### config.mk
export PLATFORM = sky130hd
export DESIGN_NAME = sort_engine
export DESIGN_NICKNAME = d
export VERILOG_FILES = /design/src/rtl/sort_engine.sv
export SDC_FILE = /design/constraint.sdc
export NUM_CORES = 1
export LEC_CHECK = 0
export CELL_PAD_IN_SITES_DETAIL_PLACEMENT = 0
export CELL_PAD_IN_SITES_GLOBAL_PLACEMENT = 1
export CORE_MARGIN = 2
export CORE_UTILIZATION = 30
export DETAILED_ROUTE_END_ITERATION = 8
export PLACE_DENSITY_LB_ADDON = 0.25
export SYNTH_ARGS = -nofsm -noshare
export SYNTH_HDL_FRONTEND = slang
export SYNTH_SLANG_ARGS = --single-unit
### constraint.sdc
create_clock -name clk -period 8.4 [get_ports clk]
set_input_delay 1.68 -clock clk [delete_from_list [all_inputs] [get_ports clk]]
set_output_delay 1.68 -clock clk [all_outputs]
set_load 0.01 [all_outputs]
### src/rtl/sort_engine.sv
// In-place selection sorter over K N-bit entries with host load/read ports.
// Define SORT_SIGNED_EN to compare entries as two's-complement signed values.
module sort_engine #(
    parameter int N  = 8,
    parameter int K  = 10,
    localparam int AW = $clog2(K)
) (
    input  logic          clk,
    input  logic          rst,
    input  logic          wr_en,
    input  logic [AW-1:0] wr_addr,
    input  logic [N-1:0]  wr_data,
    input  logic          start,
    input  logic          desc,
    output logic          busy,
    output logic          done,
    output logic [AW-1:0] swap_cnt,
    input  logic [AW-1:0] rd_addr,
    output logic [N-1:0]  rd_data
);

    localparam logic [AW-1:0] LAST = AW'(K - 1);
    localparam logic [AW-1:0] PEN  = AW'(K - 2);

    typedef enum logic [2:0] {S_IDLE, S_INIT, S_SCAN, S_SWAP, S_FIN} state_t;

    state_t        state_q, state_d;
    logic [N-1:0]  mem_q [K];
    logic [N-1:0]  mem_d [K];
    logic [AW-1:0] i_q, i_d, j_q, j_d, sel_q, sel_d, swap_q, swap_d;
    logic [N-1:0]  a_q, a_d, rd_q;
    logic          desc_q, desc_d;

    // Strict compare: true when x should displace the current pick y.
    function automatic logic better(input logic [N-1:0] x, input logic [N-1:0] y,
                                    input logic d);
        logic lt, gt;
`ifdef SORT_SIGNED_EN
        lt = $signed(x) < $signed(y);
        gt = $signed(x) > $signed(y);
`else
        lt = x < y;
        gt = x > y;
`endif
        return d ? gt : lt;
    endfunction

    always_comb begin
        state_d = state_q;
        mem_d   = mem_q;
        i_d     = i_q;
        j_d     = j_q;
        sel_d   = sel_q;
        a_d     = a_q;
        desc_d  = desc_q;
        swap_d  = swap_q;
        case (state_q)
            S_IDLE: begin
                if (wr_en && wr_addr <= LAST) mem_d[wr_addr] = wr_data;
                if (start) begin
                    desc_d  = desc;
                    i_d     = '0;
                    swap_d  = '0;
                    state_d = S_INIT;
                end
            end
            S_INIT: begin
                a_d     = mem_q[i_q];
                sel_d   = i_q;
                j_d     = i_q + AW'(1);
                state_d = S_SCAN;
            end
            S_SCAN: begin
                if (better(mem_q[j_q], a_q, desc_q)) begin
                    a_d   = mem_q[j_q];
                    sel_d = j_q;
                end
                if (j_q == LAST) state_d = S_SWAP;
                else             j_d = j_q + AW'(1);
            end
            S_SWAP: begin
                // a_q still equals mem_q[sel_q]: the array is untouched during a scan.
                if (sel_q != i_q) begin
                    mem_d[sel_q] = mem_q[i_q];
                    mem_d[i_q]   = a_q;
                    swap_d       = swap_q + AW'(1);
                end
                if (i_q == PEN) state_d = S_FIN;
                else begin
                    i_d     = i_q + AW'(1);
                    state_d = S_INIT;
                end
            end
            S_FIN:   state_d = S_IDLE;
            default: state_d = S_IDLE;
        endcase
    end

    always_ff @(posedge clk) begin
        if (rst) begin
            state_q <= S_IDLE;
            for (int k = 0; k < K; k++) mem_q[k] <= '0;
            i_q     <= '0;
            j_q     <= '0;
            sel_q   <= '0;
            a_q     <= '0;
            desc_q  <= 1'b0;
            swap_q  <= '0;
            rd_q    <= '0;
        end else begin
            state_q <= state_d;
            mem_q   <= mem_d;
            i_q     <= i_d;
            j_q     <= j_d;
            sel_q   <= sel_d;
            a_q     <= a_d;
            desc_q  <= desc_d;
            swap_q  <= swap_d;
            rd_q    <= (rd_addr <= LAST) ? mem_q[rd_addr] : '0;
        end
    end

    assign busy     = (state_q == S_INIT) || (state_q == S_SCAN) || (state_q == S_SWAP);
    assign done     = (state_q == S_FIN);
    assign swap_cnt = swap_q;
    assign rd_data  = rd_q;

endmodule

* Word-level counts from Yosys, hierarchy flattened
Index checks and enable logic that the tools add are counted.
** Word-level totals
- Register bits after elaboration :: 116
- Bits of input ports :: 21
- Output and inout bits :: 14
** Operators by class
- Add/subtract/negate cells :: 3
- Order comparisons :: 12
- Equal/unequal tests :: 14
- Multiplexer cells :: 37
- Bitwise logic cells :: 6
- Reduce and logical (&&, ||, !) cells :: 17
** Operators with widths (number)
- $bwmux W80 :: 3
- $mux W80 :: 2
- $pmux W80 S2 :: 1
- $bmux W8 S4 :: 3
- $demux W8 S4 :: 3
- $mux W8 :: 10
- $pmux W4 S2 :: 4
- $ge A5 B5 Y1 const B :: 5
- $not A4 Y5 :: 5
- $mux W4 :: 5
- $pmux W8 S2 :: 1
- $lt A5 B1 Y1 const B :: 3
- $ne A2 B2 Y1 const B :: 7
- $add A4 B1 Y4 const B :: 3
- $pmux W3 S4 :: 1
- $mux W3 :: 3
- $reduce_and A3 Y1 :: 3
- $eq A4 B4 Y1 const B :: 2
- $gt A8 B8 Y1 :: 1
- $le A4 B4 Y1 const B :: 2
- $lt A8 B8 Y1 :: 1
- $reduce_and A2 Y1 :: 4
- $eq A3 B2 Y1 const B :: 2
- $logic_and A1 B1 Y1 :: 4
- 9 further kinds :: 11

* Logic depth before layout (Yosys ltp)
Gate-level depths: netlist of run 1.
- Word-level depth :: 9
- Depth in mapped cells :: 13

* Least setup slack after synthesis of run 1
Ideal clock, no wire load.
- Kind :: flip-flop to flip-flop
- Start point :: register j_q[1]
- End point :: register a_q[5]
- Library setup time :: 0.071 ns
- Arrival :: 3.481 ns
- Required time :: 8.329 ns
- Setup slack :: 4.848 ns
- Cell stages (with the launch flop) :: 12
- Buffers on the path :: 2
- Path through :: dfxtp_1 > buf_2 > clkbuf_1 > mux4_2 > a221o_1 > ha_1 > and4_1 > a21oi_1 > o211a_1 > mux2i_1 > mux2_2 > a21oi_1
** Between the ends
- Longest elaborated chain between the ends :: 8
- Elaborated cells between the ends (all ways) :: 11
- Classes of those cells :: order compare (2); eq/ne (1); mux (6); bitwise (1); reduce/logical (1)
** Ends and longest elaborated chain
- start: declaration :: RTL line 30 : logic [AW-1:0] i_q, i_d, j_q, j_d, sel_q, sel_d, swap_q, swap_d;
- start signal: assignment :: RTL line 114 : j_q <= j_d;
- $not A4 Y5 (implied by the code) (*) :: RTL line 74, 75
- $bmux W8 S4 (*) :: RTL line 74, 75
- $mux W8 (implied by the code) (*) (2 in a row) :: RTL line 74, 75
- $lt A8 B8 Y1 or $gt A8 B8 Y1 (tied branches) :: RTL line 42, 43
- $mux W1 :: RTL line 45 : return d ? gt : lt;
- $ne A2 B2 Y1 (no source line)
- $reduce_and A2 Y1 (no source line)
- end signal: assignment :: RTL line 106 : a_q <= '0;
- end signal: assignment :: RTL line 116 : a_q <= a_d;
- end: declaration :: RTL line 31 : logic [N-1:0] a_q, a_d, rd_q;
Mark *: on every way between the ends. The rest lies on a longest branch, timed or not. The select of a mux whose other input is x is not followed.
A chain may end at the register's enable or synchronous reset.

* Worst setup path in the final report of run 1
- Start point :: register j_q[0]
- End point :: register a_q[4]
Same word-level chain as after synthesis.

==> results.cfg, run 1 <==
[run_status]
outcome = finished clean

[global_route]
grt_first_pass_wirelength_mm = 46.3
grt_pass1_vias = 7457
grtUsageTotal_pct = 21.3
overflow = 0
grt_start_max_net_pins = 58
antenna_found_initial = 2

[synth]
ys_ff_latch = 116
synth_top_area_share_pct = 28.3
synth_commonest_cells = dfxtp_1, nor2_1, a211oi_1
syn_area_per_cell_um2 = 9.04
synth_nets = 945
synthCells = 909
ys_seq_area_share_pct = 28.3
synthTopCellsByArea = dfxtp_1, a211oi_1, mux2_2
synth_edf_count = 0
yosysWarnings = 0
synth_top_area_cell = dfxtp_1
synth_flop_cell = dfxtp_1
synth.most_common_cell = dfxtp_1
synth_cell_types = 64
synthArstFlopShare_pct = 0
synth_area_um2 = 8210

[power_and_ir_drop]
ir_drop_v = 0.0000946
design_power_total_mw = 1.66
p_per_area_nw_per_um2 = 179
net-switching-power_mw = 0.491
swShare_pct = 29.6
p_int_mw = 1.17
p_seq_share_pct = 35.9
comb_power_share_pct = 15.1
clockPowerShare_pct = 49.0
leakagePower_nw = 2.94

[cts]
path_clk_slew_ns = 0.07
postCtsSetupBuffers = 0
cts_buffers = 17
cts_tree = done
root_buffer = clkbuf_16
clkLatencyLatePin_ns = 0.44
ctsHoldBuffers = 0
clk_path_buf_depth = 2
h-tree-depth = 4
clock-sinks = 116
ctsResizeCount = 0

[cells_and_area]
area_delta_synth_final_pct = 12.8
drive_above_1_share_pct = 17.5
fillers = 2747
fin_nets = 915
post-route-util_pct = 34.4
final_cell_area_um2 = 9270

[sta]
fmax_mhz = 246
slew_violations = 0
period_needed_ns = 4.06
fin_crit_sh_pct = 48.4
worst_slew_pin_slew_ns = 1.05
fin_worst_skew_ns = 0.0175
tns_ns = 0
rsz0062_at_grt = no
hold_viol_final = 0
slew_headroom_pct = 29.6
setup_viol = 0

[min_path]
hold_depth = 2
hold_path_class = reg -> reg

[placed_design]
globalplace.congestion = 0.911
io_buffer_count = 34
placed_area_um2 = 8630
dp_hpwl_mm = 21.3

[worst_setup_path]
crit_chain = buf_4 > mux4_2 > a221o_1 > ha_1 > a21o_1 > a21oi_1 > o211a_1 > mux2i_1 > mux2_2 > a21oi_1
end_kind = flip-flop
cp_common_cell = a21oi_1
crit_arrival_ns = 4.42
critical_path_peak_fanout = 24
reg2reg_depth = 10
max_stage_delay_ns = 0.79
worstSetupStartpointType = flip-flop
critPathKind = reg -> reg
worstPathRequired_ns = 8.75
slowest_stage = mux2i_1

[detailed_routing]
wl_per_cell_um = 24.5
vias = 7596
wl_mm = 30.3
via_per_inst = 6.15
drt_iter0_markers = 819
antenna_left = 0
dr.pass1.iters = 8
post-route-drc-count = 0

[floorplanning]
rows = 60
die_w_um = 169
die_y_um = 169
die_area_um2 = 28700
io_pins = 35
start_util_pct = 30.5
core_area_um2 = 27000

[run]
maxCapViolCount = 0
==> power groups by stage <==
stage | Clock [mW] | Sequential [mW] | Combinational [mW]
after CTS | 0.826 | 0.595 | 0.250
after global placement | 0 | 0.608 | 0.249
after global routing | 0.846 | 0.598 | 0.272
final | 0.815 | 0.596 | 0.251
after floorplan | 0 | 0.589 | 0.193
after detailed placement | 0 | 0.608 | 0.249
==> metrics by stage <==
step,setup slack [ns],hold slack [ns],cells
2_1_floorplan,4.85,0.493,909
3_3_place_gp,4.27,0.444,1201
3_5_place_dp,4.23,0.450,1201
4_1_cts,4.34,0.460,1233
5_1_grt,4.06,0.502,1233
6_report,4.34,0.462,1235
==> worst max-delay path, delay by kind of cell (launching register included) <==
kind                     cells  cell delay [ns]
adder cells (fa/ha/maj)      1             0.33
AO/OA/AOI/OAI                5             1.15
flip-flops                   1             0.30
multiplexers                 3             1.79
buffers and inverters        1             0.38
==> sequential cells by signal, summed over array words and instances, names as in the netlist <==
name and count:
mem_q 80, a_q 8, rd_data 8, i_q 4, j_q 4, sel_q 4
swap_cnt 4, state_q 3, desc_q 1
==> layout by cell type (no fill, tap or decap), types with 17 or more instances in the layout <==
cell type,Yosys,routed
clkbuf_16,0,17
mux4_2,24,24
nor2_1,111,111
buf_4,18,17
a21oi_1,22,22
clkdlybuf4s50_1,0,33
nand2_1,39,39
a211oi_1,86,86
and2_1,30,30
a221oi_1,66,66
a222oi_1,24,24
dfxtp_1,116,115
mux2_2,55,55
mux2i_1,37,37
==> final cells by class <==
class,count,area [um2],area share [%]
Antenna cell,2,5.00,0.0540
Clock buffer,18,439,4.74
Clock inverter,14,199,2.15
Inverter,13,48.8,0.526
Multi-Input combinational cell,681,5370,57.9
Sequential cell,116,2320,25.1
Tap cell,341,427,4.60
Timing Repair Buffer,50,458,4.94
==> cells by family (layout without fill, tap and decap cells) <==
group	count (synthesis)	after routing	synth area share, %
compound gates	289	289	28.4
xor+xnor	8	8	0.853
fa+ha+maj	15	15	2.28
buf+inv	112	95	6.37
flops	116	116	28.3
mux	116	116	18.6
other cells	0	2	0
simple gates	253	253	15.2
==> path summary, 6_finish.rpt <==
path                       startpoint                   to  slack [ns]
setup / recovery  j_q[0]$_SDFFE_PP0P_  a_q[4]$_SDFFE_PP0P_        4.34
hold / removal    i_q[1]$_SDFFE_PP0P_  i_q[1]$_SDFFE_PP0P_        0.46
setup reg to reg  j_q[0]$_SDFFE_PP0P_  a_q[4]$_SDFFE_PP0P_        4.34
hold reg to reg   i_q[1]$_SDFFE_PP0P_  i_q[1]$_SDFFE_PP0P_        0.46
==> per-layer routing <==
layer / share of wire, % / global-route usage [%] / vias to the layer above / routed length (um)
met5: 0 / 0 / - / 0
met4: 1.6 / 5.80 / 0 / 495
met3: 6.2 / 3.68 / 37 / 1870
met2: 47 / 35.0 / 316 / 14100
met1: 46 / 28.8 / 3730 / 13800
li1: - / - / 3513 / -
Note: power is estimated with default switching activity, not from simulation.
==> run 2: changes to the inputs <==
==> constraint.sdc (replaced) <==
create_clock -name clk -period 3.35 [get_ports clk]
set_input_delay 0.67 -clock clk [delete_from_list [all_inputs] [get_ports clk]]
set_output_delay 0.67 -clock clk [all_outputs]
set_load 0.01 [all_outputs]
==> results.cfg, run 2 (same netlist as run 1, synthesis figures left out) <==
[cts]
path_clk_slew_ns = 0.06
ctsHoldBuffers = 0
cts_buffers = 17
root_buffer = clkbuf_16
clock-sinks = 116
cts_tree = done
clk_path_buf_depth = 2
h-tree-depth = 4
clkLatencyLatePin_ns = 0.42

[worst_setup_path]
reg2reg_depth = 11
crit_chain = buf_12 > mux4_2 > a221o_1 > ha_1 > and4_4 > a21oi_2 > o211a_1 > mux2i_4 > clkbuf_16 > mux2_2 > a21oi_1
end_kind = flip-flop
max_stage_delay_ns = 0.50
crit_arrival_ns = 3.62
worstSetupStartpointType = flip-flop
slowest_stage = mux4_2
cp_top_family = multiplexers
critical_path_peak_fanout = 6
worstPathRequired_ns = 3.69
critPathKind = reg -> reg
crit_buf_inv = 2
path_depth = 11

[cells_and_area]
final_cell_area_um2 = 9970
largest_reg_flops = 80
layout_commonest_cell = dfxtp_1
top_register = mem_q
area_delta_synth_final_pct = 21.3
drive_above_1_share_pct = 24.7
fillers = 2736
fin_nets = 983
final_cell_mix = dfxtp_1, nor2_1, a211oi_1
antennaDiodeCount = 0
stdcell_count = 1301
multi_input_area_um2 = 5470
regArea_um2 = 2330

[detailed_routing]
wl_per_cell_um = 24.6
dr.pass1.iters = 6
antenna_left = 0
post-route-drc-count = 0
via_per_inst = 6.12
drt_iter0_markers = 793
wl_mm = 31.9
vias = 7965

[floorplanning]
io_pins = 35
die_area_um2 = 28700
die_w_um = 169
start_util_pct = 30.5
rows = 60
die_y_um = 169
core_area_um2 = 27000

[placed_design]
dp_hpwl_mm = 23.8
dpl.cell_count = 1261
placed_area_um2 = 9140
io_buffer_count = 34
globalplace.congestion = 0.894

[sta]
slew_violations = 0
tns_ns = 0
fin_crit_sh_pct = 97.8
period_needed_ns = 3.28
whs_ns = 0.513
hold_viol_final = 0
setup_viol = 0
fin_worst_skew_ns = 0.0128
slew_headroom_pct = 11.3
fmax_mhz = 305
worst_slew_pin_slew_ns = 1.33

[global_route]
antenna_found_initial = 2
grt_pass1_vias = 7656
overflow = 0
grtUsageTotal_pct = 22.5
grt_start_max_net_pins = 71
grt_first_pass_wirelength_mm = 48.8

[run_status]
outcome = finished clean

[power_and_ir_drop]
ir_drop_v = 0.000295
design_power_total_mw = 4.21
p_per_area_nw_per_um2 = 423
leakagePower_nw = 3.35

[min_path]
hold_depth = 2
hold_path_class = reg -> reg

[run]
maxCapViolCount = 0
-- run 2: cell type report --
type | instances | area share (%)
Inverter | 13 | 0.490
Timing Repair Buffer | 118 | 10.8
Clock buffer | 19 | 4.44
Multi-Input combinational cell | 681 | 54.9
Sequential cell | 116 | 23.4
Clock inverter | 13 | 1.71
Tap cell | 341 | 4.28
-- run 2: per-stage QoR --
step           utilization [%]  worst slack [ns]
6_report                  37.0            0.0736
5_1_grt                   37.0           -0.0196
4_1_cts                   36.3           0.00209
3_5_place_dp              33.9           -0.0751
3_3_place_gp              33.9            -0.108
2_1_floorplan                -           0.00703
-- run 2: where the power goes --
part	total (mW)	internal, mW	leakage, nW	switching, mW
clock	1.94	1.20	0.291	0.738
combinational	0.779	0.353	2.12	0.426
sequential	1.49	1.42	0.939	0.0720
-- run 2: repair_timing --
item	4_1_cts	5_1_grt
resized for setup	0	17
setup endpoints to repair	7	8
pin swaps	1	9
setup buffers	1	5
hold endpoints to repair	0	0
gates cloned	0	2
-- run 2: metal layers --
layer | track usage (%) | routed length, um
met5 | 0 | 13
met4 | 8.44 | 1020
met3 | 4.15 | 1980
met2 | 36.1 | 14900
met1 | 30.0 | 14000
-- run 2: path summary, 6_finish.rpt --
| kind | to | slack (ns) | startpoint |
|---|---|---|---|
| setup reg to reg | a_q[1]$_SDFFE_PP0P_ | 0.07 | j_q[0]$_SDFFE_PP0P_ |
| hold reg to reg | swap_cnt[1]$_SDFFE_PP0P_ | 0.51 | swap_cnt[1]$_SDFFE_PP0P_ |
| setup / recovery | a_q[1]$_SDFFE_PP0P_ | 0.07 | j_q[0]$_SDFFE_PP0P_ |
| hold / removal | swap_cnt[1]$_SDFFE_PP0P_ | 0.51 | swap_cnt[1]$_SDFFE_PP0P_ |
-- run 2: worst reg2reg max path, delay by kind of cell (launching register included) --
kind,cells,cell delay [ns]
fa+ha+maj,1,0.31
simple gates,1,0.19
compound gates,4,0.88
mux,3,1.15
buf+inv,2,0.31
flops,1,0.37
==> run 3: changes to the inputs <==
--- a/config.mk
+++ b/config.mk
@@ -5,6 +5,7 @@
 export SDC_FILE = /design/constraint.sdc
 export NUM_CORES = 1
 export LEC_CHECK = 0
+export CAP_MARGIN = 15
 export CELL_PAD_IN_SITES_DETAIL_PLACEMENT = 0
 export CELL_PAD_IN_SITES_GLOBAL_PLACEMENT = 1
 export CORE_MARGIN = 2
==> constraint.sdc (replaced) <==
create_clock -name clk -period 3.4 [get_ports clk]
set_input_delay 0.68 -clock clk [delete_from_list [all_inputs] [get_ports clk]]
set_output_delay 0.68 -clock clk [all_outputs]
set_load 0.01 [all_outputs]
==> results.cfg, run 3 (same netlist as run 1, synthesis figures left out) <==
[global_route]
overflow = 0
grt_first_pass_wirelength_mm = 48.2
grtUsageTotal_pct = 22.3
antenna_found_initial = 1
grt_start_max_net_pins = 46
grt_pass1_vias = 7607

[worst_setup_path]
slowest_stage = mux4_2
max_stage_delay_ns = 0.51
crit_start = j_q[0]$_SDFFE_PP0P_
crit_buf_inv = 2
r2r_start = j_q[0]$_SDFFE_PP0P_
crit_chain = buf_12 > mux4_2 > a221o_1 > ha_1 > and4_2 > a21oi_2 > o211a_1 > mux2i_4 > buf_4 > mux2_2 > a21oi_1
r2r_slack_ns = 0.11
critical_path_peak_fanout = 7
cp_top_family = multiplexers
worstSetupStartpointType = flip-flop
end_kind = flip-flop
critPathKind = reg -> reg
worstPathRequired_ns = 3.75
crit_arrival_ns = 3.64

[cells_and_area]
drive_above_1_share_pct = 24.2
post-route-util_pct = 36.5
final_cell_mix = dfxtp_1, nor2_1, a211oi_1
fin_nets = 983
top_register = mem_q
area_delta_synth_final_pct = 19.7
largest_reg_flops = 80
layout_commonest_cell = dfxtp_1
antennaDiodeCount = 0

[floorplanning]
die_y_um = 169
io_pins = 35
rows = 60
core_area_um2 = 27000
die_area_um2 = 28700
start_util_pct = 30.5
die_w_um = 169

[power_and_ir_drop]
ir_drop_v = 0.000262
leakagePower_nw = 3.30
clockPowerShare_pct = 44.5
comb_power_share_pct = 18.4
p_seq_share_pct = 37.2
swShare_pct = 30.5
p_int_mw = 2.75
design_power_total_mw = 3.96
net-switching-power_mw = 1.21
p_per_area_nw_per_um2 = 403

[min_path]
min_from = swap_cnt[1]$_SDFFE_PP0P_
hold_path_class = reg -> reg

[detailed_routing]
vias = 7875
drt_iter0_markers = 805
via_per_inst = 6.05
dr.pass1.iters = 8
wl_mm = 31.8
wl_per_cell_um = 24.4
antenna_left = 0
post-route-drc-count = 0

[sta]
fin_worst_skew_ns = 0.00844
slew_violations = 0
tns_ns = 0
setup_viol = 0
fin_crit_sh_pct = 96.8
period_needed_ns = 3.29
slew_headroom_pct = 38.4
rsz0062_at_grt = no
fmax_mhz = 304
fin_ws_ns = 0.109
hold_viol_final = 0
worst_slew_pin_slew_ns = 0.919

[run_status]
outcome = finished clean

[placed_design]
post-place-ws_ns = -0.0955
io_buffer_count = 34
dp_hpwl_mm = 23.6
globalplace.congestion = 0.918

[run]
maxCapViolCount = 0

[cts]
root_buffer = clkbuf_16
cts_buffers = 17
clkLatencyLatePin_ns = 0.42
clk_path_buf_depth = 2
h-tree-depth = 4
clock-sinks = 116
path_clk_slew_ns = 0.06
cts_tree = done
[run 3: power groups by stage]
stage | Sequential, mW | Clock, mW | Combinational [mW]
floorplan | 1.46 | 0 | 0.485
global placement | 1.50 | 0 | 0.674
detailed placement | 1.49 | 0 | 0.675
CTS | 1.47 | 1.79 | 0.691
global route | 1.47 | 1.86 | 0.789
finish | 1.47 | 1.76 | 0.728
[run 3: final timing paths]
check	end	depth (start not counted)
min reg2reg	swap_cnt[1]$_SDFFE_PP0P_	2
min	swap_cnt[1]$_SDFFE_PP0P_	2
max reg2reg	a_q[6]$_SDFFE_PP0P_	11
max	a_q[6]$_SDFFE_PP0P_	11
[run 3: routing by layer]
layer,vias to the layer above,track usage [%],share of wire [%]
met5,-,0,0
met4,0,7.95,2.5
met3,51,4.01,6.7
met2,322,36.6,47
met1,3847,29.3,43
li1,3655,-,-
[run 3: layout make-up]
cell class                      instances  area, um2
Clock buffer                           19        443
Clock inverter                         13        123
Fill cell                            2731      17100
Inverter                               13       48.8
Multi-Input combinational cell        681       5430
Sequential cell                       116       2330
Tap cell                              341        427
Timing Repair Buffer                  118       1030
[run 3: repair_timing]
action / in CTS / in global routing
setup buffers: 2 / 5
pin swaps: 0 / 5
gates cloned: 0 / 1
gates resized for setup: 1 / 10
setup endpoints to repair: 7 / 7
hold buffers: 0 / 0
[run 3: stage by stage]
step                      std cells  hold WS (ns)  instance area (um2)
after floorplan                 909         0.493                 8230
after global placement         1260         0.507                 9130
after detailed placement       1261         0.498                 9140
after CTS                      1295         0.519                 9720
after global routing           1301         0.546                 9830
final                          1301         0.517                 9830
[run 3: tightest hold or removal path, delay by kind of cell, from the launching register on]
family	cells	cell delay, ns
AO/OA/AOI/OAI	1	0.05
flip-flops	1	0.35
AND/OR/NAND/NOR	1	0.07
